$ cat config.mk
export PLATFORM = sky130hd
export DESIGN_NAME = sync_fifo
export DESIGN_NICKNAME = d
export VERILOG_FILES = /design/src/rtl/sync_fifo.sv
export SDC_FILE = /design/constraint.sdc
export NUM_CORES = 1
export LEC_CHECK = 0
export ABC_AREA = 0
export BUFFER_PORTS_ARGS = -buffer_cell sky130_fd_sc_hd__buf_2
export CORE_ASPECT_RATIO = 1.2
export CORE_MARGIN = 1
export CORE_UTILIZATION = 35
export CTS_CLUSTER_DIAMETER = 50
export DETAILED_ROUTE_END_ITERATION = 10
export MAX_ROUTING_LAYER = met4
export PLACE_DENSITY = 0.52
export SLEW_MARGIN = 40
export SYNTH_ARGS = -nofsm -noshare
export SYNTH_HDL_FRONTEND = slang
export SYNTH_SLANG_ARGS = --single-unit
$ cat constraint.sdc
create_clock -name clk -period 1.77 [get_ports clk]
set_input_delay 0.177 -clock clk [delete_from_list [all_inputs] [get_ports clk]]
set_output_delay 0.177 -clock clk [all_outputs]
set_load 0.005 [all_outputs]
$ cat src/rtl/sync_fifo.sv
// Register-array FIFO with show-ahead head and registered occupancy flags.
// Simultaneous read and write is legal when full.
module sync_fifo #(
  parameter int P_DATA_WIDTH = 32,
  parameter int P_DEPTH      = 4
) (
  input  logic                       clk,
  input  logic                       rst,
  input  logic                       wr_en,
  input  logic [P_DATA_WIDTH-1:0]    wr_data,
  input  logic                       rd_en,
  output logic [P_DATA_WIDTH-1:0]    rd_data,
  output logic [$clog2(P_DEPTH):0]   level,
  output logic                       empty,
  output logic                       full
);
  localparam int LP_PTR_W = $clog2(P_DEPTH);
  localparam int LP_LVL_W = LP_PTR_W + 1;

  logic [P_DATA_WIDTH-1:0] r_mem [P_DEPTH];
  logic [LP_PTR_W-1:0]     r_wr_ptr;
  logic [LP_PTR_W-1:0]     r_rd_ptr;
  logic [LP_LVL_W-1:0]     r_level;
  logic                    r_empty;
  logic                    r_full;
  logic [LP_LVL_W-1:0]     w_level_nxt;

  always_comb begin
    w_level_nxt = r_level;
    case ({wr_en, rd_en})
      2'b10:   w_level_nxt = r_level + LP_LVL_W'(1);
      2'b01:   w_level_nxt = r_level - LP_LVL_W'(1);
      default: w_level_nxt = r_level;
    endcase
  end

  // Flags follow the next-state level so they stay aligned with level.
  always_ff @(posedge clk) begin
    if (rst) begin
      r_wr_ptr <= '0;
      r_rd_ptr <= '0;
      r_level  <= '0;
      r_empty  <= 1'b1;
      r_full   <= 1'b0;
    end else begin
      if (wr_en) r_wr_ptr <= r_wr_ptr + LP_PTR_W'(1);
      if (rd_en) r_rd_ptr <= r_rd_ptr + LP_PTR_W'(1);
      r_level <= w_level_nxt;
      r_empty <= (w_level_nxt == LP_LVL_W'(0));
      r_full  <= (w_level_nxt == LP_LVL_W'(P_DEPTH));
    end
  end

  always_ff @(posedge clk) begin
    if (wr_en) r_mem[r_wr_ptr] <= wr_data;
  end

  assign rd_data = r_mem[r_rd_ptr];
  assign level   = r_level;
  assign empty   = r_empty;
  assign full    = r_full;
endmodule

==> results of run 1 <==
logic make-up after synthesis:
logic type / count (synthesis) / share of synthesized area
buf+inv: 11 / 0.0210
compound gates: 3 / 0.00483
simple gates: 20 / 0.0213
fa+ha+maj: 6 / 0.0160
xor+xnor: 5 / 0.00846
flops: 139 / 0.785
mux: 34 / 0.143
final cells by class:
type	instances	area, um^2
Fill cell	1249	7580
Sequential cell	139	4070
Clock inverter	14	194
Tap cell	175	219
Inverter	3	11.3
Multi-Input combinational cell	68	1010
Clock buffer	18	429
Timing Repair Buffer	118	906
state kept, by name, summed over array words and instances, names as in the netlist, named ones only:
name      cells
empty         1
r_wr_ptr      2
level         3
full          1
r_rd_ptr      2
r_mem       128
critical path, delay by kind of cell (launching register included):
kind | cells | cell delay [ns]
buffers and inverters | 2 | 0.33
multiplexers | 1 | 0.52
flip-flops | 1 | 0.42
synth_stat cells, types with 2 or more instances:
cell	instances
sky130_fd_sc_hd__mux2i_1	2
sky130_fd_sc_hd__nor2_1	8
sky130_fd_sc_hd__mux4_2	32
sky130_fd_sc_hd__inv_1	3
sky130_fd_sc_hd__ha_1	5
sky130_fd_sc_hd__xnor2_1	3
sky130_fd_sc_hd__edfxtp_1	128
sky130_fd_sc_hd__buf_12	3
sky130_fd_sc_hd__xor2_1	2
sky130_fd_sc_hd__buf_6	2
sky130_fd_sc_hd__nand2_1	3
sky130_fd_sc_hd__nor2b_1	2
sky130_fd_sc_hd__buf_2	3
sky130_fd_sc_hd__dfxtp_1	11
sky130_fd_sc_hd__and2_1	4
final timing paths:
path	start	to	cells past startpoint
setup / recovery	register	rd_data[2]	3
hold / removal	rst	register	2
setup reg to reg	level[0]	empty	4
hold reg to reg	r_rd_ptr[0]	r_rd_ptr[0]	2
cells in the final DEF, fill, tap and decap left out, drive strengths merged, types with 4 or more instances in the layout:
master / instances
inv: 6
edfxtp: 128
ha: 5
clkinv: 6
clkbuf: 18
nor2: 8
dlygate4sd3: 32
dfxtp: 11
bufinv: 4
and2: 4
buf: 86
mux4: 32
power groups by stage:
stage,combinational (mW),sequential [mW],clock (mW)
after floorplan,0.429,3.88,0
after global placement,0.741,3.89,0
after detailed placement,0.751,3.90,0
after CTS,0.835,3.83,3.78
after global routing,0.897,3.84,3.89
final,0.818,3.82,3.68
layer usage:
metal  global-route usage  vias to the layer above  wire [um]
met5                    -                        -          0
met4               0.0724                        0        173
met3               0.0345                       11        277
met1                0.160                     1265       4000
met2                0.224                       47       5000
li1                     -                     1162          -
through the flow:
stage / instances / instance area [um^2] / TNS (ns) / power, mW
after floorplan: 218 / 5170 / 0 / 4.31
after global placement: 469 / 5830 / 0 / 4.63
after detailed placement: 469 / 5830 / -0.0173 / 4.65
after CTS: 535 / 6820 / -3.25 / 8.44
after global routing: 535 / 6840 / -3.63 / 8.63
final: 535 / 6840 / -1.71 / 8.32
repair_timing:
action	4_1_cts	5_1_grt
endpoints found under the setup margin	31	32
hold buffers	32	0
resized for setup	3	3
endpoints found under the hold margin	128	0
setup buffers	1	0
gates cloned	1	0
==> metrics.txt, run 1 <==
# TYPE chip_impl_metric gauge
chip_impl_info{name="outcome",value="finished with violations"} 1
chip_impl_info{name="violations",value="setup timing"} 1
chip_impl_metric{name="slew_viol_final",unit=""} 0
chip_impl_metric{name="area_growth",unit="%"} 32.1
chip_impl_metric{name="num_antenna_cells",unit=""} 0
chip_impl_metric{name="synth_seq_cells",unit=""} 139
chip_impl_metric{name="cts_max_level",unit=""} 4
chip_impl_metric{name="share_of_layout_cells_above_drive_strength_1",unit=""} 0.442
chip_impl_metric{name="finalCriticalPeriod",unit="ns"} 1.87
chip_impl_metric{name="final-hold-violation-count",unit=""} 0
chip_impl_metric{name="total_switching_power",unit="mW"} 1.74
chip_impl_metric{name="worstPathArrival",unit="ns"} 1.69
chip_impl_info{name="path_class",value="reg2out"} 1
chip_impl_metric{name="clock_share_of_power",unit=""} 0.442
chip_impl_metric{name="globalRoute.totalOverflow",unit=""} 0
chip_impl_metric{name="ctsLongestPathBuffers",unit=""} 2
chip_impl_metric{name="finalSetupViolations",unit=""} 32
chip_impl_info{name="dominantRegCellSynth",value="sky130_fd_sc_hd__edfxtp_1"} 1
chip_impl_metric{name="leakagePower",unit="nW"} 2.42
chip_impl_metric{name="detail_route.first_pass.iterations",unit=""} 4
chip_impl_info{name="critical_path.startpoint_type",value="register"} 1
chip_impl_metric{name="hold-worst-slack",unit="ns"} 0.0696
chip_impl_metric{name="synth.cell_area",unit="um^2"} 5170
chip_impl_metric{name="initial_utilization",unit=""} 0.359
chip_impl_metric{name="grt_first_pass_wirelength",unit="um"} 14500
chip_impl_metric{name="yosys_warnings",unit=""} 0
chip_impl_metric{name="synth_cells",unit=""} 218
chip_impl_metric{name="critical-path-max-stage-delay",unit="ns"} 0.52
chip_impl_metric{name="remaining_max_slew_budget_at_the_tightest_pin",unit=""} 0.776
chip_impl_info{name="synth_top_cell_by_area",value="sky130_fd_sc_hd__edfxtp_1"} 1
chip_impl_metric{name="preCtsSetupSlack",unit="ns"} -0.0173
chip_impl_info{name="min-delay-path-class",value="in2reg"} 1
chip_impl_metric{name="setup_ws",unit="ns"} -0.0992
chip_impl_metric{name="intPower",unit="mW"} 6.59
chip_impl_metric{name="synth-edff-count",unit=""} 128
chip_impl_metric{name="place.port_buffers",unit=""} 72
chip_impl_metric{name="cts_inserted_buffers",unit=""} 17
chip_impl_metric{name="seq_power_share",unit=""} 0.460
chip_impl_metric{name="final_core_area_utilization",unit=""} 0.474
chip_impl_metric{name="antenna_violating_nets_post_route",unit=""} 0
chip_impl_metric{name="drv_cap",unit=""} 0
chip_impl_info{name="crit_path_top_delay_cell",value="sky130_fd_sc_hd__mux4_2"} 1
chip_impl_metric{name="core.rowCount",unit=""} 48
chip_impl_metric{name="p_comb_frac",unit=""} 0.098
chip_impl_metric{name="via_count_of_the_first_global_routing_pass",unit=""} 2709
chip_impl_metric{name="fp.coreArea",unit="um^2"} 14400
chip_impl_metric{name="grt.total_usage",unit=""} 0.138
chip_impl_metric{name="drt-vias-per-instance",unit=""} 4.64
chip_impl_metric{name="worst_case_register_to_register_setup_slack",unit="ns"} 0.10
chip_impl_metric{name="chip_height",unit="um"} 135
chip_impl_metric{name="vdd_drop_max",unit="mV"} 0.624
chip_impl_metric{name="fp.dieArea",unit="um^2"} 15300
chip_impl_metric{name="fmax",unit="MHz"} 535
chip_impl_metric{name="powerDensity",unit="nW/um^2"} 1220
chip_impl_metric{name="drt-initial-drc-count",unit=""} 95
chip_impl_metric{name="portion_of_the_clock_cycle_consumed_by_the_worst_path_in_the_final_layout",unit=""} 1.06
chip_impl_metric{name="die_x",unit="um"} 113
chip_impl_metric{name="number_of_vias_after_detailed_routing",unit=""} 2485
chip_impl_info{name="cts_tree",value="yes"} 1
chip_impl_metric{name="async_flop_share",unit=""} 0
chip_impl_metric{name="grt_antenna_before_repair",unit=""} 0
chip_impl_metric{name="place_congestion",unit=""} 0.650
chip_impl_metric{name="synth.avg_cell_area",unit="um^2"} 23.7
chip_impl_metric{name="critPathRequiredTime",unit="ns"} 1.59
chip_impl_metric{name="synth.distinct_cells",unit=""} 22
chip_impl_metric{name="place.detailed.hpwl",unit="um"} 5800
chip_impl_metric{name="number_of_nets_at_the_end_of_the_flow",unit=""} 389
chip_impl_metric{name="grt_start_max_net_pins",unit=""} 26
chip_impl_metric{name="tightest_slew",unit="ns"} 0.335
chip_impl_metric{name="timing.critical_path.fanout_max",unit=""} 13
chip_impl_metric{name="worstSkewPairLatency",unit="ns"} 0.41
chip_impl_metric{name="clk_pin_slew",unit="ns"} 0.06
chip_impl_info{name="cp_cell_sequence",value="buf_12 -> mux4_2 -> buf_2"} 1
chip_impl_info{name="cts-root-buf",value="sky130_fd_sc_hd__clkbuf_16"} 1
chip_impl_metric{name="seq_area_frac_synth",unit=""} 0.785
chip_impl_metric{name="tritoncts_num_sinks",unit=""} 139
chip_impl_metric{name="final.setup_skew",unit="ns"} 0.00473
chip_impl_info{name="crit_path_end_kind",value="output pin"} 1
chip_impl_info{name="synthTopCellsByArea",value="sky130_fd_sc_hd__edfxtp_1 (74%), sky130_fd_sc_hd__mux4_2 (14%), sky130_fd_sc_hd__dfxtp_1 (4.3%), sky130_fd_sc_hd__ha_1 (1.2%), sky130_fd_sc_hd__buf_12 (1.2%)"} 1
chip_impl_metric{name="sw_frac_of_total",unit=""} 0.208
chip_impl_metric{name="wl_per_cell",unit="um"} 17.7
chip_impl_metric{name="route.final.wire_length",unit="um"} 9450
chip_impl_metric{name="drc",unit=""} 0
chip_impl_metric{name="synth_nets",unit=""} 260
chip_impl_info{name="grt_setup_unrepaired",value="true"} 1
chip_impl_metric{name="boundaryPins",unit=""} 73
chip_impl_metric{name="synth_largest_type_area_fraction",unit=""} 0.743
Power figures use the tool's default switching activity.
==> inputs of run 2 (changes only) <==
--- a/config.mk
+++ b/config.mk
@@ -14,6 +14,7 @@
 export DETAILED_ROUTE_END_ITERATION = 10
 export MAX_ROUTING_LAYER = met4
 export PLACE_DENSITY = 0.52
+export REMOVE_ABC_BUFFERS = 1
 export SLEW_MARGIN = 40
 export SYNTH_ARGS = -nofsm -noshare
 export SYNTH_HDL_FRONTEND = slang
==> constraint.sdc (replaced) <==
create_clock -name clk -period 1.77 [get_ports clk]
set_input_delay 0.177 -clock clk [delete_from_list [all_inputs] [get_ports clk]]
set_output_delay 0.177 -clock clk [all_outputs]
set_load 0.02 [all_outputs]
==> run 2 against run 1 <==
  * The flow still finishes with violations (setup timing)
  * Clock power down 8.2%
  * Sequential power hardly changed
  * Combinational power up 22%
  * Routed wire length down 1.1%
  * Global-route usage is 0.31 points higher
  * Critical path type unchanged
  * Largest cell class unchanged
  * Highest routed layer unchanged
==> metrics.txt, run 2 (synthesis gave the netlist of run 1 again) <==
# TYPE chip_impl_metric gauge
chip_impl_info{name="outcome",value="finished with violations"} 1
chip_impl_info{name="violations",value="setup timing"} 1
chip_impl_metric{name="final_cell_area",unit="um^2"} 6790
chip_impl_info{name="critical_path.startpoint_type",value="register"} 1
chip_impl_metric{name="cts_inserted_buffers",unit=""} 17
chip_impl_metric{name="number_of_vias_after_detailed_routing",unit=""} 2527
chip_impl_metric{name="die_x",unit="um"} 113
chip_impl_metric{name="antenna_violating_nets_post_route",unit=""} 0
chip_impl_info{name="crit_path_end_kind",value="output pin"} 1
chip_impl_metric{name="place_congestion",unit=""} 0.658
chip_impl_metric{name="area_growth",unit="%"} 31.2
chip_impl_info{name="min-delay-path-class",value="in2reg"} 1
chip_impl_metric{name="timing.critical_path.fanout_max",unit=""} 14
chip_impl_info{name="layout.cells.most_common",value="sky130_fd_sc_hd__edfxtp_1"} 1
chip_impl_metric{name="finalCriticalPeriod",unit="ns"} 1.86
chip_impl_metric{name="wl_per_cell",unit="um"} 17.5
chip_impl_metric{name="drc",unit=""} 0
chip_impl_metric{name="tritoncts_num_sinks",unit=""} 139
chip_impl_metric{name="grt_first_pass_wirelength",unit="um"} 14900
chip_impl_info{name="path_class",value="reg2out"} 1
chip_impl_metric{name="leakagePower",unit="nW"} 2.39
chip_impl_metric{name="slew_viol_final",unit=""} 0
chip_impl_metric{name="via_count_of_the_first_global_routing_pass",unit=""} 2797
chip_impl_metric{name="num_antenna_cells",unit=""} 0
chip_impl_metric{name="number_of_nets_at_the_end_of_the_flow",unit=""} 390
chip_impl_info{name="cts-root-buf",value="sky130_fd_sc_hd__clkbuf_16"} 1
chip_impl_metric{name="fp.coreArea",unit="um^2"} 14400
chip_impl_metric{name="finalSetupViolations",unit=""} 32
chip_impl_metric{name="route.final.wire_length",unit="um"} 9350
chip_impl_metric{name="cts_max_level",unit=""} 4
chip_impl_metric{name="post_cts_buffers",unit=""} 0
chip_impl_info{name="cp_cell_sequence",value="buf_12 -> mux4_2 -> buf_2"} 1
chip_impl_metric{name="chip_height",unit="um"} 135
chip_impl_metric{name="grt_antenna_before_repair",unit=""} 0
chip_impl_info{name="largest_register",value="r_mem"} 1
chip_impl_info{name="grt_setup_unrepaired",value="true"} 1
chip_impl_metric{name="drv_cap",unit=""} 0
chip_impl_metric{name="tightest_slew",unit="ns"} 0.519
chip_impl_metric{name="drt-initial-drc-count",unit=""} 144
chip_impl_metric{name="fp.dieArea",unit="um^2"} 15300
chip_impl_metric{name="worstSkewPairLatency",unit="ns"} 0.42
chip_impl_metric{name="fmax",unit="MHz"} 537
chip_impl_info{name="most-common-layout-cells",value="sky130_fd_sc_hd__edfxtp_1 (128), sky130_fd_sc_hd__buf_2 (61), sky130_fd_sc_hd__mux4_2 (32), sky130_fd_sc_hd__dlygate4sd3_1 (32), sky130_fd_sc_hd__clkbuf_16 (17)"} 1
chip_impl_metric{name="drt-vias-per-instance",unit=""} 4.72
chip_impl_metric{name="powerDensity",unit="nW/um^2"} 1210
chip_impl_metric{name="detail_route.first_pass.iterations",unit=""} 4
chip_impl_metric{name="hold_path_depth",unit=""} 2
chip_impl_metric{name="grt.total_usage",unit=""} 0.141
chip_impl_metric{name="core.rowCount",unit=""} 48
chip_impl_metric{name="share_of_layout_cells_above_drive_strength_1",unit=""} 0.422
chip_impl_metric{name="remaining_max_slew_budget_at_the_tightest_pin",unit=""} 0.654
chip_impl_metric{name="place.detailed.hpwl",unit="um"} 5750
chip_impl_metric{name="worstPathArrival",unit="ns"} 1.68
chip_impl_metric{name="portion_of_the_clock_cycle_consumed_by_the_worst_path_in_the_final_layout",unit=""} 1.05
chip_impl_metric{name="clk_pin_slew",unit="ns"} 0.06
chip_impl_metric{name="initial_utilization",unit=""} 0.359
chip_impl_metric{name="final-hold-violation-count",unit=""} 0
chip_impl_metric{name="final.setup_skew",unit="ns"} 0.00736
chip_impl_metric{name="ctsLongestPathBuffers",unit=""} 2
chip_impl_metric{name="timing.reg2reg.worst_path_depth",unit=""} 4
chip_impl_metric{name="critical-path-max-stage-delay",unit="ns"} 0.53
chip_impl_metric{name="preCtsSetupSlack",unit="ns"} -0.0198
chip_impl_metric{name="globalRoute.totalOverflow",unit=""} 0
chip_impl_info{name="cts_tree",value="yes"} 1
chip_impl_metric{name="critPathRequiredTime",unit="ns"} 1.59
chip_impl_info{name="crit_path_top_delay_cell",value="sky130_fd_sc_hd__mux4_2"} 1
chip_impl_metric{name="largest_register_ffs",unit=""} 128
chip_impl_metric{name="vdd_drop_max",unit="mV"} 0.506
chip_impl_metric{name="place.port_buffers",unit=""} 72
chip_impl_metric{name="setup_ws",unit="ns"} -0.0916
chip_impl_metric{name="post_dp_cell_area",unit="um^2"} 5830
chip_impl_metric{name="grt_start_max_net_pins",unit=""} 33
chip_impl_metric{name="boundaryPins",unit=""} 73
## run 2: power by group
part           internal [mW]  switching [mW]  leakage, nW
registers               3.77          0.0528         1.27
clock network           2.17            1.21        0.272
logic                  0.480           0.521        0.856
total                   6.41            1.78         2.39
## run 2: critical path, delay by kind of cell, from the launching register on
family   cells  cell delay, ns
mux          1            0.53
flops        1            0.38
buf+inv      2            0.36
## run 2: cell type report
| class | instances | area, um^2 |
|---|---|---|
| Clock inverter | 12 | 130 |
| Multi-Input combinational cell | 68 | 1010 |
| Timing Repair Buffer | 119 | 920 |
| Fill cell | 1264 | 7620 |
| Clock buffer | 19 | 433 |
| Inverter | 3 | 11.3 |
| Sequential cell | 139 | 4070 |
| Tap cell | 175 | 219 |
## run 2: per-stage QoR
stage | hold slack, ns | power (mW) | util | TNS [ns] | instances
after floorplan | 0.249 | 4.42 | - | -18.56 | 210
after global placement | 0.389 | 4.78 | 0.404 | 0 | 472
final | 0.0754 | 8.20 | 0.471 | -1.66 | 535
after detailed placement | 0.395 | 4.80 | 0.404 | -0.0198 | 472
after global routing | 0.0749 | 8.50 | 0.471 | -3.80 | 535
after CTS | 0.0556 | 8.29 | 0.470 | -2.91 | 535
## run 2: final timing paths
kind	start	endpoint	slack, ns
worst min register to register	r_rd_ptr[1]	register	0.53
worst max-delay path	register	rd_data[31]	-0.09
worst min-delay path	rst	r_rd_ptr[0]	0.08
worst max register to register	level[0]	empty	0.08
## run 2: layer usage
| metal | vias to the layer above | wire length [um] | global-route usage |
|---|---|---|---|
| met5 | - | 0 | - |
| met1 | 1288 | 4010 | 0.161 |
| met3 | 17 | 434 | 0.0452 |
| met2 | 66 | 4700 | 0.223 |
| li1 | 1156 | - | - |
| met4 | 0 | 208 | 0.0768 |
## run 2: repair_timing
| item | in CTS | in global routing |
|---|---|---|
| setup endpoints to repair | 32 | 32 |
| endpoints found under the hold margin | 128 | 0 |
| resized for setup | 21 | 4 |
| hold buffers | 32 | 0 |
| pin swaps | 0 | 0 |
